==> src/rtl/serial_add_pkg.sv <==
// Shared types and defaults for the bit-serial ripple adder.
// Holds the controller state encoding and the default operand width.
package serial_add_pkg;

  typedef enum logic [1:0] {
    IDLE = 2'd0,
    RUN  = 2'd1,
    DONE = 2'd2
  } state_e;

  localparam int unsigned DEFAULT_WIDTH = 8;

endpackage

==> src/rtl/serial_add_full_add_bit.sv <==
// Combinational one-bit full adder cell.
// This is the addition mirror of the lab's one-bit subtractor cell.
module full_add_bit (
  input  logic a_i,
  input  logic b_i,
  input  logic ci_i,
  output logic s_o,
  output logic co_o
);

  assign s_o  = a_i ^ b_i ^ ci_i;
  assign co_o = (a_i & b_i) | (a_i & ci_i) | (b_i & ci_i);

endmodule

==> src/rtl/serial_add.sv <==
// Bit-serial ripple adder: one full-adder cell, LSB first, WIDTH+1 cycles per add.
// Optional signed-overflow output is enabled by defining SERIAL_ADD_OVF_EN.
module serial_add
  import serial_add_pkg::*;
#(
  parameter int unsigned WIDTH = DEFAULT_WIDTH
) (
  input  logic             clk_i,
  input  logic             rst_i,
  input  logic             start_i,
  input  logic [WIDTH-1:0] a_i,
  input  logic [WIDTH-1:0] b_i,
  input  logic             cin_i,
  output logic             busy_o,
  output logic             done_o,
  output logic [WIDTH-1:0] sum_o,
  output logic             cout_o
`ifdef SERIAL_ADD_OVF_EN
  ,
  output logic             ovf_o
`endif
);

  localparam int unsigned CNT_W = $clog2(WIDTH);

  state_e           state_q;
  logic [WIDTH-1:0] opA_q;
  logic [WIDTH-1:0] opB_q;
  logic [WIDTH-1:0] sum_q;
  logic [CNT_W-1:0] count_q;
  logic             carry_q;
  logic             busy_q;
  logic             done_q;
  logic             cout_q;
`ifdef SERIAL_ADD_OVF_EN
  logic             ovf_q;
`endif

  logic             bitSum;
  logic             bitCarry;
  logic             lastBit;
  logic [WIDTH-1:0] opA_d;
  logic [WIDTH-1:0] opB_d;
  logic [WIDTH-1:0] sum_d;
  logic [CNT_W-1:0] count_d;

  full_add_bit uAddCell (
    .a_i  (opA_q[0]),
    .b_i  (opB_q[0]),
    .ci_i (carry_q),
    .s_o  (bitSum),
    .co_o (bitCarry)
  );

  // Sum fills from the top so that after WIDTH shifts bit 0 lands in sum[0].
  assign sum_d   = {bitSum, sum_q[WIDTH-1:1]};
  assign opA_d   = {1'b0, opA_q[WIDTH-1:1]};
  assign opB_d   = {1'b0, opB_q[WIDTH-1:1]};
  assign count_d = count_q + CNT_W'(1);
  assign lastBit = (count_q == CNT_W'(WIDTH - 1));

  always_ff @(posedge clk_i) begin
    if (rst_i) begin
      state_q <= IDLE;
      opA_q   <= '0;
      opB_q   <= '0;
      sum_q   <= '0;
      count_q <= '0;
      carry_q <= 1'b0;
      busy_q  <= 1'b0;
      done_q  <= 1'b0;
      cout_q  <= 1'b0;
`ifdef SERIAL_ADD_OVF_EN
      ovf_q   <= 1'b0;
`endif
    end else begin
      done_q <= 1'b0;
      unique case (state_q)
        IDLE: begin
          if (start_i) begin
            opA_q   <= a_i;
            opB_q   <= b_i;
            carry_q <= cin_i;
            count_q <= '0;
            sum_q   <= '0;
            busy_q  <= 1'b1;
            state_q <= RUN;
          end
        end
        RUN: begin
          sum_q   <= sum_d;
          opA_q   <= opA_d;
          opB_q   <= opB_d;
          carry_q <= bitCarry;
          count_q <= count_d;
          // Flags are captured on the MSB step so they are valid alongside done.
          if (lastBit) begin
            cout_q  <= bitCarry;
`ifdef SERIAL_ADD_OVF_EN
            ovf_q   <= carry_q ^ bitCarry;
`endif
            done_q  <= 1'b1;
            state_q <= DONE;
          end
        end
        DONE: begin
          busy_q  <= 1'b0;
          state_q <= IDLE;
        end
        default: begin
          busy_q  <= 1'b0;
          state_q <= IDLE;
        end
      endcase
    end
  end

  assign busy_o = busy_q;
  assign done_o = done_q;
  assign sum_o  = sum_q;
  assign cout_o = cout_q;
`ifdef SERIAL_ADD_OVF_EN
  assign ovf_o  = ovf_q;
`endif

endmodule

==> config.mk <==
export PLATFORM = sky130hd
export DESIGN_NAME = serial_add
export DESIGN_NICKNAME = d
export VERILOG_FILES = /design/src/rtl/serial_add_pkg.sv /design/src/rtl/serial_add_full_add_bit.sv /design/src/rtl/serial_add.sv
export SDC_FILE = /design/constraint.sdc
export NUM_CORES = 1
export LEC_CHECK = 0
export ABC_AREA = 1
export CAP_MARGIN = 5
export CORE_ASPECT_RATIO = 1.2
export CORE_UTILIZATION = 48
export CTS_BUF_LIST = sky130_fd_sc_hd__clkbuf_8
export CTS_CLUSTER_SIZE = 24
export DETAILED_ROUTE_END_ITERATION = 7
export PLACE_DENSITY = 0.78
export SLEW_MARGIN = 10
export SYNTH_ARGS = -nofsm -noshare
export SYNTH_HDL_FRONTEND = slang
export SYNTH_SLANG_ARGS = --single-unit
==> constraint.sdc <==
create_clock -name clk_i -period 1.1 [get_ports clk_i]
set_input_delay 0.22 -clock clk_i [delete_from_list [all_inputs] [get_ports clk_i]]
set_output_delay 0.22 -clock clk_i [all_outputs]
set_load 0.01 [all_outputs]
==> impl_metrics.yaml, run 1 <==
status:
  status: "complete, but fails checks"
  violations: "setup timing"
detailed_routing:
  wl_per_cell_um: 10.9
  wl_mm: 3.55
  ant_nets: 0
  route.detailed.drc: 0
  firstDrtPassIters: 4
  drt_iter0_drc: 29
  via_per_inst: 4.62
  dr_total_vias: 1510
sta:
  finalSetupViolations: 2
  fmax_mhz: 848
  fin_tns_setup_ns: -0.0834
  finalHoldViolCount: 0
  rsz0062_at_grt: "true"
  slew_viol_final: 0
  tightestPinTransition_ns: 0.254
  period_needed_ns: 1.18
  relSlewSlack_pct: 83.0
  period_share_pct: 107
  layout_setup_ws_ns: -0.0793
  fin_skew_ns: 0.00797
synthesis:
  avgSynthCellArea_sq_um: 6.99
  syn-cell-area_sq_mm: 0.00168
  yosys_warnings: 0
  ys_ff_latch: 33
  synthCells: 240
  synth_cell_types: 22
  syn-num-nets: 263
  synth-seq-area-share_pct: 39.4
placement:
  dp_hpwl_mm: 2.24
  gp_congestion: 0.764
  dpl_cell_area_sq_mm: 0.00206
  port-buffer-count: 30
clock_network:
  clk_pin_slew_ns: 0.07
  cts-buffers-inserted: 5
  worstSkewPairLatency_ns: 0.29
  cts.sinks: 33
  tritoncts: "done"
  htree_levels: 2
  cts_root_buf: "clkbuf_8"
  cts.path.max_buffers: 2
setup_path:
  reg2reg_depth: 5
  startpoint_type: "register"
  worstSetupPathType: "register to register"
  rrSetupSlack_ns: -0.08
  cp.arrival_ns: 1.36
  critPathMaxFanout: 2
  crit_path_end_kind: "register"
  r2r-start: "opB_q[0]"
  worstPathRequired_ns: 1.28
  r2r_end: "sum_o[7]"
worst_hold_path:
  hold-path-cell-count: 6
  min_path_type: "input port to register"
  hold_start: "start_i"
  hold_end: "opA_q[7]"
cells_and_area:
  diodes: 0
  fill_cells: 270
  syn2layout_area_growth_pct: 35.8
  layout-drive-gt1-share_pct: 29.7
  register_area_sq_um: 668
  final_area_sq_mm: 0.00228
  utilization_pct: 68.2
  nets: 313
  multi_input_area_sq_um: 806
floorplanning:
  initial_utilization_pct: 50.2
  die_area_sq_mm: 0.00373
  die_w_um: 56.0
  rows: 23
  core_sq_mm: 0.00334
  dieHeight_um: 66.7
  ioPinCount: 31
grt:
  grt_use_total_pct: 17.8
  grt_max_degree: 31
  overflow: 0
  grt_antenna_before_repair: 0
  grt_pass1_wl_mm: 5.18
  grt_pass1_vias: 1306
power:
  p_per_area_mw_per_mm2: 1230
  total_power_mw: 2.80
  p_leak_nw: 1.15
  peakVddDrop_mv: 1.10
flow_run:
  cap_viol_max_count: 0
==> worst max path at each step <==
stage          startpoint  endpoint  slack [ns]  cells past startpoint
6_report         opB_q[0]  sum_o[7]       -0.08                      5
5_1_grt          opB_q[0]  sum_o[7]       -0.11                      5
3_5_place_dp      start_i  opB_q[6]       -0.29                      7
3_3_place_gp        rst_i  opB_q[5]       -0.26                      7
2_1_floorplan     carry_q  sum_o[7]       0.002                      5
4_1_cts           carry_q   carry_q       -0.05                      5
==> cell usage in the layout (no fill, tap or decap), types with 2 or more instances in the layout <==
master           count
clkdlybuf4s50_1     18
nand2_2             15
dfxtp_1             27
a21oi_2             14
clkbuf_2             6
buf_6                3
dfxtp_2              6
clkdlybuf4s15_1      4
a21oi_1              6
nand3_1              6
buf_4               17
clkbuf_16            2
clkbuf_8             6
nand2_1             84
nand3_2              2
o21ai_0              2
nand2_4              2
inv_2                6
nor2_1              15
inv_1               38
==> area by class of cell <==
| type | count | share of cell area (%) |
|---|---|---|
| Timing Repair Buffer | 53 | 22.1 |
| Clock buffer | 6 | 3.63 |
| Inverter | 44 | 7.36 |
| Sequential cell | 33 | 29.3 |
| Multi-Input combinational cell | 153 | 35.4 |
| Tap cell | 37 | 2.03 |
| Clock inverter | 1 | 0.165 |
==> flip-flops by register name, indices dropped and copies added, names as in the netlist, 2 cells and up <==
name / cells
count_q: 3
opA_q: 8
opB_q: 8
state_q: 2
sum_o: 8
==> routing by layer <==
metal,global-route usage [%],share of wire [%],up-vias
li1,-,-,801
met1,20.1,44,675
met2,31.6,51,27
met3,4.66,3.3,7
met4,7.93,2.2,0
met5,0,0,-
==> synth_stat cells (all sizes together) <==
master	n	area [sq um]
or2	1	6.26
clkbuf	1	13.8
a21oi	20	134
ha	2	25.0
buf	9	93.8
nor2	16	67.6
o21a	1	7.51
nand3	8	40.0
dfxtp	33	661
o21ai	2	10.0
inv	44	165
nand2	102	433
fa	1	20.0
==> stage by stage <==
step                setup slack, ns  cells  hold slack (ns)
floorplan                   0.00151    240            0.289
global placement             -0.263    315            0.453
global route                 -0.108    327            0.458
finish                      -0.0793    327            0.452
CTS                         -0.0533    322            0.465
detailed placement           -0.287    315            0.457
==> power breakdown <==
group | leakage, nW | total [mW] | switching (mW) | internal [mW]
logic | 0.830 | 0.570 | 0.298 | 0.272
clock network | 0.0485 | 0.918 | 0.431 | 0.487
registers | 0.273 | 1.31 | 0.0351 | 1.27
total | 1.15 | 2.80 | 0.764 | 2.03
==> cells by family (layout without fill, tap and decap cells) <==
logic type | Yosys count | in the layout | synth area share (%)
fa+ha+maj | 3 | 3 | 2.69
simple gates | 127 | 127 | 32.6
compound gates | 23 | 23 | 9.03
flops | 33 | 33 | 39.4
buf+inv | 54 | 104 | 16.3
==> repair_timing <==
action	4_1_cts	5_1_grt
buffers inserted	0	2
cloned	0	3
pin swaps	0	5
hold buffers	0	0
gates resized for setup	16	39
endpoints found under the setup margin	14	37
==> worst max-delay path: stages, from the launching register on <==
cell	delay, ns
dfxtp_2	0.33
inv_2	0.04
fa_2	0.56
inv_2	0.03
nand2_2	0.06
a21oi_2	0.05
Note: power is estimated with default switching activity, not from simulation.
==> run 2, diff against run 1 <==
==> constraint.sdc (replaced) <==
create_clock -name clk_i -period 1.1 [get_ports clk_i]
set_input_delay 0.33 -clock clk_i [delete_from_list [all_inputs] [get_ports clk_i]]
set_output_delay 0.33 -clock clk_i [all_outputs]
set_load 0.01 [all_outputs]
==> run 2 against run 1 <==
Against the previous run:
- the flow still finishes with violations (setup timing)
- flip-flop and latch count unchanged
- combinational power is 13% higher
- critical path depth stayed put
- total power grew 2.1%
- core utilization is 2.7 points higher
- largest cell class unchanged
==> impl_metrics.yaml, run 2 (same netlist as run 1, synthesis figures left out) <==
status:
  status: "complete, but fails checks"
  violations: "setup timing"
clock_network:
  cts-buffers-inserted: 5
  cts.path.max_buffers: 2
  cts_root_buf: "clkbuf_8"
  cts.sinks: 33
  worstSkewPairLatency_ns: 0.28
  clk_pin_slew_ns: 0.06
  tritoncts: "done"
  htree_levels: 2
detailed_routing:
  drt_iter0_drc: 33
  firstDrtPassIters: 4
  wl_per_cell_um: 11.8
  wl_mm: 3.95
  via_per_inst: 4.71
  dr_total_vias: 1573
  ant_nets: 0
  route.detailed.drc: 0
sta:
  fin_skew_ns: 0.00173
  finalHoldViolCount: 0
  layout_setup_ws_ns: -0.0787
  tightestPinTransition_ns: 0.192
  fin_tns_setup_ns: -0.0800
  finalSetupViolations: 2
  period_share_pct: 107
  relSlewSlack_pct: 87.2
  period_needed_ns: 1.18
  fmax_mhz: 848
  rsz0062_at_grt: "true"
  slew_viol_final: 0
floorplanning:
  ioPinCount: 31
  rows: 23
  die_w_um: 56.0
  core_sq_mm: 0.00334
  initial_utilization_pct: 50.2
  die_area_sq_mm: 0.00373
  dieHeight_um: 66.7
placement:
  gp_congestion: 0.764
  dp_slack_ns: -0.385
  port-buffer-count: 30
  dp_hpwl_mm: 2.23
  placed_cells: 315
setup_path:
  worstSetupPathType: "register to register"
  startpoint: "carry_q"
  worstPathRequired_ns: 1.28
  cp.arrival_ns: 1.36
  critPathMaxFanout: 2
  startpoint_type: "register"
  r2r-start: "carry_q"
  crit_path_end_kind: "register"
worst_hold_path:
  hold_start: "opA_q[7]"
  min_path_type: "register to register"
power:
  p_per_area_mw_per_mm2: 1210
  peakVddDrop_mv: 0.995
  p_leak_nw: 1.19
cells_and_area:
  register_area_sq_um: 677
  multi_input_area_sq_um: 835
  final_cell_mix: "nand2_1 (83), inv_1 (37), dfxtp_1 (22), buf_4 (22)"
  nets: 320
  final_common_cell: "nand2_1"
  syn2layout_area_growth_pct: 41.3
  layout-drive-gt1-share_pct: 37.0
  diodes: 0
  fill_cells: 253
  utilization_pct: 71.0
  stdcell_count: 334
grt:
  grt_max_degree: 16
  overflow: 0
  grt_pass1_vias: 1413
  grt_pass1_wl_mm: 5.95
  grt_antenna_before_repair: 0
  grt_use_total_pct: 21.1
flow_run:
  cap_viol_max_count: 0
[run 2: cell count changes in the layout (fill, tap and decap cells not counted), moves of 2 or more]
cell / delta
a21oi_1: -3
a21oi_2: +3
buf_16: +2
buf_2: +10
buf_4: +5
buf_6: +2
clkbuf_16: -2
clkbuf_2: -6
clkdlybuf4s15_1: -4
dfxtp_1: -5
dfxtp_2: +4
[run 2: area by class of cell]
type,count,area share [%]
sequential,33,28.6
clock inverter,1,0.158
tap,37,1.95
multi-input combinational,153,35.2
timing repair buffer,60,23.4
clock buffer,6,3.49
inverter,44,7.18
[run 2: worst max-delay path, stage by stage, from the launching register on]
cell     delay, ns
dfxtp_2       0.32
inv_2         0.04
fa_2          0.57
inv_2         0.04
nand2_2       0.05
a21oi_2       0.04
[run 2: routing by layer]
metal  routed length [um]  GRT usage, %
met4                  114          10.4
met5                    0             0
met3                  142          4.85
met1                 1700          23.5
met2                 2000          38.1
[run 2: path summary, 6_finish.rpt]
path / slack (ns) / to / cells past startpoint
min reg2reg: 0.46 / opA_q[7] / 2
min: 0.46 / opA_q[7] / 2
max reg2reg: -0.08 / sum_o[7] / 5
max: -0.08 / sum_o[7] / 5
[run 2: report_power, final]
part           internal [mW]  total [mW]  switching (mW)
logic                  0.312       0.642           0.329
registers               1.27        1.31          0.0391
clock network          0.486       0.901           0.415
total                   2.07        2.86           0.783
[run 2: repair_timing]
action                                  CTS  global route
buffers inserted                          4             6
pin swaps                                 4             7
hold buffers                              0             0
endpoints found under the setup margin   40            29
resized for setup                        73            25
gates cloned                              3             0
[run 2: metrics by stage]
stage | total power, mW | area (sq um) | hold WS [ns]
2_1_floorplan | 1.67 | 1680 | 0.399
3_3_place_gp | 1.80 | 2060 | 0.453
3_5_place_dp | 1.82 | 2060 | 0.456
4_1_cts | 2.80 | 2290 | 0.464
5_1_grt | 2.98 | 2370 | 0.487
6_report | 2.86 | 2370 | 0.460
==> run 3, diff against run 2 <==
Settings changed: CAP_MARGIN 5 to 20, CORE_UTILIZATION 48 to 54, PLACE_DENSITY 0.78 to 0.83.
Clock period 1.1 ns to 1.3 ns, I/O delays scaled along.
==> run 3 against run 2 <==
Against the previous run:
- the flow now finishes without violations
- worst setup slack improved by 0.11 ns
- cell count fell by 4.5%
- sequential power fell by 16%
- register-to-register slack improved by 0.21 ns
- flip-flop and latch count did not move
- via count fell by 5.5%
- die area fell by 11%
- critical path depth rose by 2
- highest routed layer unchanged
- wire length fell by 20%
- hold slack barely moved
- first-iteration DRC count fell by 15%
==> impl_metrics.yaml, run 3 (same netlist as run 1, synthesis figures left out) <==
status:
  status: "finished, final reports clean"
clock_network:
  cts-buffers-inserted: 5
  cts_root_buf: "clkbuf_8"
  worstSkewPairLatency_ns: 0.28
  tritoncts: "done"
  cts.sinks: 33
  htree_levels: 2
  cts.path.max_buffers: 2
  cts_hold_buf: 0
  clk_pin_slew_ns: 0.06
floorplanning:
  die_area_sq_mm: 0.00333
  rows: 21
  ioPinCount: 31
  core_sq_mm: 0.00286
  die_w_um: 52.9
  dieHeight_um: 63.0
  initial_utilization_pct: 58.5
sta:
  rsz0062_at_grt: "true"
  slew_viol_final: 0
  fin_skew_ns: 0.00451
  period_share_pct: 97.8
  finalHoldViolCount: 0
  finalSetupViolations: 0
  fmax_mhz: 786
  tightestPinTransition_ns: 0.283
  period_needed_ns: 1.27
  relSlewSlack_pct: 81.1
detailed_routing:
  wl_per_cell_um: 9.87
  wl_mm: 3.15
  route.detailed.drc: 0
  dr_total_vias: 1487
  drt_iter0_drc: 28
  firstDrtPassIters: 4
  via_per_inst: 4.66
  ant_nets: 0
placement:
  gp_congestion: 0.762
  placed_cells: 311
  dpl_cell_area_sq_mm: 0.00205
  dp_hpwl_mm: 2.24
  port-buffer-count: 30
cells_and_area:
  syn2layout_area_growth_pct: 29.0
  layout-drive-gt1-share_pct: 20.4
  final_area_sq_mm: 0.00216
  nets: 307
  stdcell_count: 319
  diodes: 0
  utilization_pct: 75.5
  final_common_cell: "nand2_1"
  final_cell_mix: "nand2_1 (86), inv_1 (42), dfxtp_1 (33)"
  fill_cells: 225
setup_path:
  worstPathRequired_ns: 1.48
  r2r_end: "sum_o[7]"
  critPathMaxFanout: 17
  startpoint_type: "input port"
  worstSetupPathType: "input port to register"
  cp.arrival_ns: 1.45
  crit_path_end: "opB_q[6]"
  r2r-start: "carry_q"
  rrSetupSlack_ns: 0.13
  startpoint: "start_i"
  reg2reg_depth: 5
  crit_path_end_kind: "register"
grt:
  grt_use_total_pct: 22.5
  grt_pass1_wl_mm: 5.51
  grt_antenna_before_repair: 0
  grt_pass1_vias: 1335
  grt_max_degree: 18
  overflow: 0
worst_hold_path:
  min_path_type: "register to register"
power:
  total_power_mw: 2.35
  peakVddDrop_mv: 0.916
  p_leak_nw: 1.11
  p_per_area_mw_per_mm2: 1090
flow_run:
  cap_viol_max_count: 0
run 3: final cells by class:
cell class	count	area (sq um)	area share, %
clock inverter	1	5.00	0.231
multi-input combinational	153	756	35.0
timing repair buffer	47	433	20.0
clock buffer	7	96.3	4.46
inverter	44	169	7.81
sequential	33	661	30.6
tap	34	42.5	1.97
run 3: stage by stage:
step / hold WS, ns / TNS (ns) / setup WS, ns
final: 0.460 / 0 / 0.0281
after global routing: 0.490 / -0.0290 / -0.0269
after CTS: 0.463 / 0 / 0.000522
after detailed placement: 0.453 / -6.23 / -0.239
after global placement: 0.452 / -5.68 / -0.216
after floorplan: 0.443 / 0 / 0.194
run 3: report_power, final:
group / total [mW] / leakage, nW / internal (mW) / switching (mW)
logic: 0.417 / 0.782 / 0.191 / 0.225
clock network: 0.835 / 0.0542 / 0.478 / 0.357
registers: 1.10 / 0.271 / 1.08 / 0.0266
total: 2.35 / 1.11 / 1.75 / 0.609
run 3: worst min-delay path by stage:
stage | startpoint | endpoint | slack (ns) | depth (start not counted)
after floorplan | opA_q[7] | opA_q[7] | 0.44 | 2
after global placement | busy_o | busy_o | 0.45 | 1
after detailed placement | sum_o[0] | sum_o[0] | 0.45 | 2
after CTS | sum_o[0] | sum_o[0] | 0.46 | 2
after global routing | busy_o | busy_o | 0.49 | 1
final | sum_o[0] | sum_o[0] | 0.46 | 2
run 3: worst max-delay path: stages:
cell             delay [ns]
clkdlybuf4s50_1        0.45
inv_1                  0.06
nand2_2                0.10
nand2_4                0.10
buf_12                 0.16
a21oi_1                0.12
nor2_1                 0.06
run 3: what timing repair did:
item,in CTS,in global routing
gates resized for setup,11,12
buffers inserted,0,0
cloned,0,0
hold endpoints to repair,0,0
endpoints found under the setup margin,11,10
run 3: per-layer routing:
metal	GRT usage [%]	share of wire, %
met3	5.84	3.6
met1	28.1	45
met5	0	0
met4	11.8	1.9
met2	34.7	49
